**config.mk**
```make
export PLATFORM = sky130hd
export DESIGN_NAME = ldpc_msg_feeder_flat
export DESIGN_NICKNAME = d
export VERILOG_FILES = /design/src/rtl/ldpc_msg_feeder_pkg.sv /design/src/rtl/ldpc_msg_feeder_if.sv /design/src/rtl/ldpc_circ_rotate.sv /design/src/rtl/ldpc_msg_feeder.sv /design/src/flat_wrapper.sv
export SDC_FILE = /design/constraint.sdc
export NUM_CORES = 1
export LEC_CHECK = 0
export ABC_CLOCK_PERIOD_IN_PS = 2400
export CAP_MARGIN = 25
export CORE_ASPECT_RATIO = 1.1
export CORE_MARGIN = 2
export CORE_UTILIZATION = 49
export DETAILED_ROUTE_END_ITERATION = 12
export PLACE_DENSITY_LB_ADDON = 0.3
export SETUP_SLACK_MARGIN = 0.4
export SLEW_MARGIN = 0
export SYNTH_ARGS = -nofsm -noshare
export SYNTH_HDL_FRONTEND = slang
export SYNTH_HIERARCHICAL = 1
export SYNTH_SLANG_ARGS = --single-unit
```
**constraint.sdc**
```tcl
create_clock -name clk -period 2.4 [get_ports clk]
set_input_delay 0.72 -clock clk [delete_from_list [all_inputs] [get_ports clk]]
set_output_delay 0.72 -clock clk [all_outputs]
set_load 0.01 [all_outputs]
```
**src/rtl/ldpc_msg_feeder_pkg.sv**
```systemverilog
// Shared LDPC feeder parameters, state encoding and small helpers.
// Every file that needs the defaults imports this package.
package ldpc_msg_feeder_pkg;

  localparam int Z_DEF     = 5;
  localparam int CYCLE_DEF = 3;
  localparam int SW_DEF    = 3;
  localparam logic [CYCLE_DEF*SW_DEF-1:0] SHIFT_TABLE_DEF = {3'd2, 3'd1, 3'd0};

  typedef enum logic [1:0] {
    ST_CLEAR = 2'd0,
    ST_FEED  = 2'd1,
    ST_LAST  = 2'd2,
    ST_DONE  = 2'd3
  } state_t;

  // Block index width; kept at least one bit for single-block codewords.
  function automatic int idx_width(input int n);
    return (n > 1) ? $clog2(n) : 1;
  endfunction

endpackage

```
**src/rtl/ldpc_msg_feeder_if.sv**
```systemverilog
// Message-in / accumulator-out bundle of the LDPC message feeder.
// The master side is the block producer plus the parity consumer.
interface ldpc_msg_feeder_if
  import ldpc_msg_feeder_pkg::*;
#(
  parameter int Z  = Z_DEF,
  parameter int IW = idx_width(CYCLE_DEF)
);
  logic [Z-1:0]  in_data;
  logic          in_valid;
  logic          in_ready;
  logic [Z-1:0]  u;
  logic          ce;
  logic          acc_clr;
  logic [IW-1:0] blk_idx;
  logic          cw_done;
  logic          done_ack;

  modport master (
    output in_data, in_valid, done_ack,
    input  in_ready, u, ce, acc_clr, blk_idx, cw_done
  );

  modport slave (
    input  in_data, in_valid, done_ack,
    output in_ready, u, ce, acc_clr, blk_idx, cw_done
  );
endinterface

```
**src/rtl/ldpc_circ_rotate.sv**
```systemverilog
// Circulant rotation: rotated[(i+s) mod Z] = data[i], s = shift mod Z.
// Purely combinational; the caller registers the result.
module ldpc_circ_rotate #(
  parameter int Z  = 5,
  parameter int SW = 3
) (
  input  logic [Z-1:0]  data,
  input  logic [SW-1:0] shift,
  output logic [Z-1:0]  rotated
);
  logic [SW-1:0]  s_mod;
  logic [2*Z-1:0] wide;

  // Doubling the block turns the rotate into a plain shift and upper slice.
  always_comb begin
    s_mod   = shift % SW'(Z);
    wide    = {data, data} << s_mod;
    rotated = wide[2*Z-1:Z];
  end
endmodule

```
**src/rtl/ldpc_msg_feeder.sv**
```systemverilog
// Feeds rotated message blocks of one codeword to the parity accumulator,
// framing each codeword with an accumulator clear and a done handshake.
module ldpc_msg_feeder
  import ldpc_msg_feeder_pkg::*;
#(
  parameter int Z     = Z_DEF,
  parameter int CYCLE = CYCLE_DEF,
  parameter int SW    = SW_DEF,
  parameter logic [CYCLE*SW-1:0] SHIFT_TABLE = SHIFT_TABLE_DEF
) (
  input logic clk,
  input logic rst,
  ldpc_msg_feeder_if.slave bus
);
  localparam int IW = idx_width(CYCLE);
  localparam logic [IW-1:0] LAST_IDX = IW'(CYCLE - 1);

  state_t        state;
  logic [IW-1:0] blk_idx_r;
  logic [Z-1:0]  u_r;
  logic          ce_r;
  logic          acc_clr_r;
  logic          cw_done_r;
  logic          in_ready_r;
  logic [SW-1:0] shift_s;
  logic [Z-1:0]  rot_s;
  logic          hs_s;

  // Shift entry of the block about to be accepted.
  always_comb begin
    shift_s = '0;
    for (int k = 0; k < CYCLE; k++) begin
      shift_s = (blk_idx_r == IW'(k)) ? SHIFT_TABLE[k*SW +: SW] : shift_s;
    end
  end

  ldpc_circ_rotate #(.Z(Z), .SW(SW)) u_rotate (
    .data    (bus.in_data),
    .shift   (shift_s),
    .rotated (rot_s)
  );

  assign hs_s = bus.in_valid & in_ready_r;

  // Codeword FSM; every output is a register.  Leaving reset spends one
  // cycle in CLEAR with acc_clr low so the clear pulse lands after reset.
  always_ff @(posedge clk) begin
    if (rst) begin
      state      <= ST_CLEAR;
      blk_idx_r  <= '0;
      u_r        <= '0;
      ce_r       <= 1'b0;
      acc_clr_r  <= 1'b0;
      cw_done_r  <= 1'b0;
      in_ready_r <= 1'b0;
    end else begin
      ce_r <= 1'b0;
      u_r  <= '0;
      case (state)
        ST_CLEAR: begin
          if (acc_clr_r) begin
            acc_clr_r  <= 1'b0;
            in_ready_r <= 1'b1;
            state      <= ST_FEED;
          end else begin
            acc_clr_r  <= 1'b1;
          end
        end
        ST_FEED: begin
          if (hs_s) begin
            ce_r <= 1'b1;
            u_r  <= rot_s;
            if (blk_idx_r == LAST_IDX) begin
              blk_idx_r  <= '0;
              in_ready_r <= 1'b0;
              state      <= ST_LAST;
            end else begin
              blk_idx_r  <= blk_idx_r + IW'(1);
            end
          end
        end
        ST_LAST: begin
          cw_done_r <= 1'b1;
          state     <= ST_DONE;
        end
        ST_DONE: begin
          if (bus.done_ack) begin
            cw_done_r <= 1'b0;
            acc_clr_r <= 1'b1;
            state     <= ST_CLEAR;
          end
        end
        default: begin
          blk_idx_r  <= '0;
          acc_clr_r  <= 1'b0;
          cw_done_r  <= 1'b0;
          in_ready_r <= 1'b0;
          state      <= ST_CLEAR;
        end
      endcase
    end
  end

  assign bus.u        = u_r;
  assign bus.ce       = ce_r;
  assign bus.acc_clr  = acc_clr_r;
  assign bus.cw_done  = cw_done_r;
  assign bus.in_ready = in_ready_r;
  assign bus.blk_idx  = blk_idx_r;
endmodule

```
**src/flat_wrapper.sv**
```systemverilog
// flat-port wrapper written by rule: the top's interface ports become plain ports
module ldpc_msg_feeder_flat import ldpc_msg_feeder_pkg::*;
#(
  parameter int Z     = Z_DEF,
  parameter int CYCLE = CYCLE_DEF,
  parameter int SW    = SW_DEF,
  parameter logic [CYCLE*SW-1:0] SHIFT_TABLE = SHIFT_TABLE_DEF
)
  (clk, rst, bus_in_data, bus_in_valid, bus_done_ack, bus_in_ready, bus_u, bus_ce, bus_acc_clr, bus_blk_idx, bus_cw_done);
  ldpc_msg_feeder_if #(.Z(Z), .IW(2)) bus_i ();
  input logic clk;
  input logic rst;
  input wire logic [$bits(bus_i.in_data)-1:0] bus_in_data;
  input wire logic [$bits(bus_i.in_valid)-1:0] bus_in_valid;
  input wire logic [$bits(bus_i.done_ack)-1:0] bus_done_ack;
  output wire logic [$bits(bus_i.in_ready)-1:0] bus_in_ready;
  output wire logic [$bits(bus_i.u)-1:0] bus_u;
  output wire logic [$bits(bus_i.ce)-1:0] bus_ce;
  output wire logic [$bits(bus_i.acc_clr)-1:0] bus_acc_clr;
  output wire logic [$bits(bus_i.blk_idx)-1:0] bus_blk_idx;
  output wire logic [$bits(bus_i.cw_done)-1:0] bus_cw_done;
  assign bus_i.in_data = bus_in_data;
  assign bus_i.in_valid = bus_in_valid;
  assign bus_i.done_ack = bus_done_ack;
  assign bus_in_ready = bus_i.in_ready;
  assign bus_u = bus_i.u;
  assign bus_ce = bus_i.ce;
  assign bus_acc_clr = bus_i.acc_clr;
  assign bus_blk_idx = bus_i.blk_idx;
  assign bus_cw_done = bus_i.cw_done;
  ldpc_msg_feeder #(.Z(Z), .CYCLE(CYCLE), .SW(SW), .SHIFT_TABLE(SHIFT_TABLE)) u_core (.clk(clk), .rst(rst), .bus(bus_i));
endmodule
```
== Word level (Yosys, flattened, before mapping) ==
Index checks and enable logic that the tools add are counted.
W data, S select, Z words.

* Register bits: 13
* Word-level logic and storage cells: 51
* Output and inout bits: 11
* Bits of input ports: 9

* Reductions and logical operators: 11
* Bitwise operators: 3
* Add/subtract/negate cells: 1
* Multiplexer cells: 18
* Shift-type cells: 1
* Equality and inequality tests: 9
* Divide/modulo/power cells: 1

{| class="wikitable"
|+ Operators by type and width
! cell !! number
|-
| $mux W2 || 5
|-
| $shl A10 B3 Y10 || 1
|-
| $mux W1 || 8
|-
| $pmux W2 S4 || 1
|-
| $reduce_and A4 Y1 || 2
|-
| $eq A2 B2 Y1 const B || 3
|-
| $ne A2 B1 Y1 const B || 3
|-
| $pmux W1 S2 || 3
|-
| $reduce_and A2 Y1 || 3
|-
| $reduce_bool A2 Y1 || 3
|-
| $eq A2 B1 Y1 const B || 2
|-
| $mod A3 B3 Y3 const B || 1
|-
| $mux W3 || 1
|-
| $reduce_or A3 Y1 || 1
|-
| $add A2 B1 Y2 const B || 1
|-
| $logic_not A2 Y1 || 1
|-
| $ne A2 B2 Y1 const B || 1
|-
| $not A1 Y1 || 2
|-
| $reduce_or A2 Y1 || 1
|-
| $and A1 B1 Y1 || 1
|}

== Longest topological paths before layout ==
* Word-level depth: 5
* Gate-level depth with buffers: 11
* Mapped depth without buffers: 10

== Cells and area by module ==
Netlist, hierarchy kept.

{| class="wikitable"
|+ By module, submodules not included
! module !! cells each !! area each (sq um) !! sequential area each (sq um) !! instances
|-
| ldpc_msg_feeder || 60 || 610.6 || 260.2 || 1
|-
| ldpc_circ_rotate || 33 || 275.3 || 0.0 || 1
|}

== Worst setup path after synthesis ==
Ideal clock, no wire load.

* Kind: reg-to-reg
* From: register u_core.blk_idx_r[1] (netlist: u_core/bus.blk_idx[1])
* To: register u_core.u_r[1] (netlist: u_core/bus.u[1])
* Period minus slack after synthesis: 1.885 ns
* Path buffers: 0
* Library setup time: 0.115 ns
* Data required time: 2.285 ns
* Setup slack: 0.515 ns
* Arrival: 1.770 ns
* Cell stages (with the launch flop): 8
* Cell sequence: dfxtp_1 > and2b_2 > inv_2 > xnor2_2 > mux2i_1 > mux2i_1 > a211o_1 > and2_1

* Cells in the longest elaborated chain, start to end: 5
* Elaborated cells on any way between the ends: 6
* Those cells by class: 1 x div; 2 x eq/ne; 1 x shift; 2 x mux

{| class="wikitable"
|+ RTL lines
! what !! RTL line !! source
|-
| start: declaration || ldpc_msg_feeder.sv:19 || <nowiki>logic [IW-1:0] blk_idx_r;</nowiki>
|-
| start signal: assignment || ldpc_msg_feeder.sv:78 || <nowiki>blk_idx_r <= blk_idx_r + IW'(1);</nowiki>
|-
| $eq A2 B1 Y1 || ldpc_msg_feeder.sv:33 || <nowiki>shift_s = (blk_idx_r == IW'(k)) ? SHIFT_TABLE[k*SW +: SW] : shift_s;</nowiki>
|-
| $mux W1 || ldpc_msg_feeder.sv:33 ||
|-
| $mux W3 * || ldpc_msg_feeder.sv:33 ||
|-
| via u_core.shift_s[0] || ldpc_msg_feeder.sv:25 || <nowiki>logic [SW-1:0] shift_s;</nowiki>
|-
| $mod A3 B3 Y3 * || ldpc_circ_rotate.sv:16 || <nowiki>s_mod = shift % SW'(Z);</nowiki>
|-
| $shl A10 B3 Y10 * || ldpc_circ_rotate.sv:17 || <nowiki>wide = {data, data} << s_mod;</nowiki>
|-
| via u_core.rot_s[1] || ldpc_msg_feeder.sv:26 || <nowiki>logic [Z-1:0] rot_s;</nowiki>
|-
| end signal: assignment || ldpc_msg_feeder.sv:72 || <nowiki>u_r <= rot_s;</nowiki>
|-
| end: declaration || ldpc_msg_feeder.sv:20 || <nowiki>logic [Z-1:0] u_r;</nowiki>
|}

The timed path passes the listed nets; every way through them passes the cells marked *.
A chain may end at the register's enable or synchronous reset.

== Worst setup path in the final report ==
* From: register u_core.blk_idx_r[0] (netlist: u_core/bus.blk_idx[0])
* To: output bus_blk_idx[0]

{| class="wikitable"
|+ RTL lines
! what !! RTL line !! source
|-
| end: declaration || flat_wrapper.sv:20 || <nowiki>output wire logic [$bits(bus_i.blk_idx)-1:0] bus_blk_idx;</nowiki>
|}

No word-level cell between the ends.

==> results.yml <==
floorplan:
  start_util: 0.5086
  num_rows: 16
  dieArea_mm2: 0.002164
  fp.dieW_um: 44.54
  io_pins: 20
  die_y_um: 48.60
  core-area_mm2: 0.001742
timing:
  rsz0062_at_grt: "yes"
  period_share: 0.8055
  hold_viol: 0
  fmaxAchievable_mhz: 517.2
  finalSetupTns_ps: 0
  final-max-slew-violation-count: 0
  setup_viol: 0
  skew_ps: 9.585
  period_needed_ps: 1933
pwr:
  p_leak_nw: 0.5285
  p_int_mw: 0.5136
  power_per_cell_area_mw_per_mm2: 687.5
  pwr-share-seq: 0.361
  vdd_ir_drop_max_v: 0.0004379
  combPwrFrac: 0.466
  p_switching_mw: 0.2820
  p_sw_frac: 0.3545
  clkPwrFrac: 0.173
  power_mw: 0.7957
finish:
  insertedDiodeCount: 0
  drive_above_1_share: 0.1597
  layout_common_cells: "clkdlybuf4s50_1 (18), mux2i_1 (12), dfxtp_1 (11)"
  final_common_cell: "clkdlybuf4s50_1"
  final_nets: 136
  utilization: 0.6645
  syn2layout_area_growth_pct: 30.65
  final_cells: 137
clocking:
  cts-root-buf: "clkbuf_4"
  clkTransAtPathRegs_ps: 90
  cts_buffer_depth: 2
  cts_setup_buffers: 0
  clkLatencyLatePin_ps: 280
  cts_tree: "yes"
  cts.htree.levels: 1
  cts.sinks: 13
  postCtsHoldBufs: 0
  numCtsBuffers: 3
worst_hold_path:
  hold_depth: 2
  min_path_type: "reg2reg"
  min_from: "u_core/bus.blk_idx[0]"
  min_to: "u_core/bus.blk_idx[0]"
setup_path:
  path_class: "reg2out"
  path_buf_inv: 1
  critical_path.max_fanout: 5
  critical-path-top-delay-family: "buffers and inverters"
  start_kind: "register"
  crit_path_end_kind: "output port"
  crit_chain: "clkdlybuf4s50_1"
  rr_worst_depth: 7
  timing.rr.start: "u_core/bus.blk_idx[1]"
  max_stage_delay_ps: 550
  rr_endpoint: "u_core/bus.u[3]"
  cp.arrival_ps: 1210
  critical_path_required_ps: 1680
  rrSetupSlack_ps: 480
  crit_cells: 1
  crit_slowest_cell: "clkdlybuf4s50_1"
placement:
  io_buffer_count: 19
  hpwlAfterDp_mm: 1.302
  place_congestion: 0.7853
  place_inst: 133
detailed_routing:
  drtIter0Drc: 3
  dr.pass1.iters: 2
  wl_mm: 1.675
  post_drt_wl_per_cell_um: 12.23
  dr_total_vias: 705
  drc: 0
  ant_nets: 0
  avgViaCountPerCell: 5.146
yosys:
  synth.distinct_cells: 35
  syn_area_per_cell_um2: 9.525
  yosys_warnings: 6
  synth_seq_cells: 13
  synth-seq-area-share: 0.2938
  syn_inst: 93
  synth_area_um2: 885.9
  yosysTopAreaCell: "dfxtp_1"
  yosys.area.top_type_share: 0.2938
  synthTopCellsByArea: "dfxtp_1 (29%), mux2i_1 (15%), ha_1 (9.9%), mux2_2 (6.4%), and2_1 (3.5%)"
global_routing:
  track_usage: 0.1675
  grt_pass1_vias: 686
  overflow: 0
  grt_max_degree: 11
  antenna_found_initial: 0
  grt_pass1_wl_mm: 2.773
run_status:
  outcome: "finished clean"
job:
  drv.max_cap_violation_count: 0
[repair_timing]
action	in CTS	in global routing
endpoints found under the hold margin	0	0
setup endpoints to repair	3	6
cloned	0	0
gates resized for setup	2	4
[cell families after synthesis]
kind of cell             after synthesis  synth area share
AND/OR/NAND/NOR                       30            0.1921
other                                  1          0.004233
multiplexers                          18            0.2104
AO/OA/AOI/OAI                         15            0.1469
adder cells (fa/ha/maj)                7           0.09887
flip-flops                            13            0.2938
buffers and inverters                  8           0.03530
XOR/XNOR                               1           0.01837
[state kept, by name (all words and copies together), names as in the netlist]
register and cells:
u_core/bus.acc_clr 1, u_core/bus.blk_idx 2, u_core/bus.ce 1, u_core/bus.cw_done 1, u_core/bus.in_ready 1, u_core/bus.u 5, u_core/state 2
[worst max path at each step]
stage / start / end / slack, ps
CTS: u_core/bus.acc_clr / bus_acc_clr / 410
global route: u_core/bus.blk_idx[1] / u_core/bus.u[3] / 390
detailed placement: bus_in_data[0] / u_core/bus.u[3] / 310
global placement: bus_in_data[1] / u_core/bus.u[1] / 350
finish: u_core/bus.blk_idx[0] / bus_blk_idx[0] / 470
floorplan: u_core/bus.blk_idx[1] / u_core/bus.u[1] / 520
[area by class of cell]
cell class | instances | area, um^2
clock buffer | 4 | 26.28
sequential | 13 | 265.3
tap | 18 | 22.52
multi-input combinational | 77 | 628.1
timing repair buffer | 19 | 192.7
fill | 139 | 584.3
inverter | 6 | 22.52
[power groups by stage]
stage          combinational [mW]  clock (mW)  sequential [mW]
2_1_floorplan               0.260           0            0.294
3_3_place_gp                0.354           0            0.289
3_5_place_dp                0.366           0            0.292
4_1_cts                     0.369       0.143            0.287
5_1_grt                     0.403       0.156            0.293
6_report                    0.371       0.138            0.287
[cell usage after synthesis]
cell type,instances
o21ai_2,1
o21ai_1,1
conb_1,1
nor3b_1,1
mux2_2,5
a31oi_1,1
o22ai_1,1
nor2_1,7
o2bb2ai_1,1
and2_1,5
o21ai_0,1
a22o_1,1
buf_2,1
ha_1,7
a2111oi_4,1
nor3_1,1
clkbuf_1,1
inv_2,2
nor2b_1,3
nand3b_1,1
o21bai_1,1
mux2i_1,13
nand2b_4,1
inv_1,4
nand2b_1,4
nand3_1,1
a311oi_2,1
dfxtp_1,13
a21oi_1,3
and2b_2,1
xnor2_2,1
nand2_1,4
a211o_1,1
or3_1,1
a21boi_1,1
[metal layers]
metal,track usage,vias to the layer above,share of wire
li1,-,369,-
met1,0.1774,322,0.43
met2,0.3068,12,0.52
met3,0.03731,2,0.038
met4,0.06061,0,0.0084
met5,0,-,0
[per-stage QoR]
step	area, um^2	hold WS [ps]	setup slack, ps
after detailed placement	1109	480.5	311.3
after global placement	1109	481.4	352.0
after global routing	1157	547.3	385.0
after CTS	1140	505.5	411.5
after floorplan	904.6	482.0	515.3
final	1157	510.8	466.7
[worst min-delay path: stages (launching register included)]
cell and delay (ps):
dfxtp_1 340, nand2_1 70, a21oi_1 60
No activity file was read; power rests on OpenSTA's default activity.
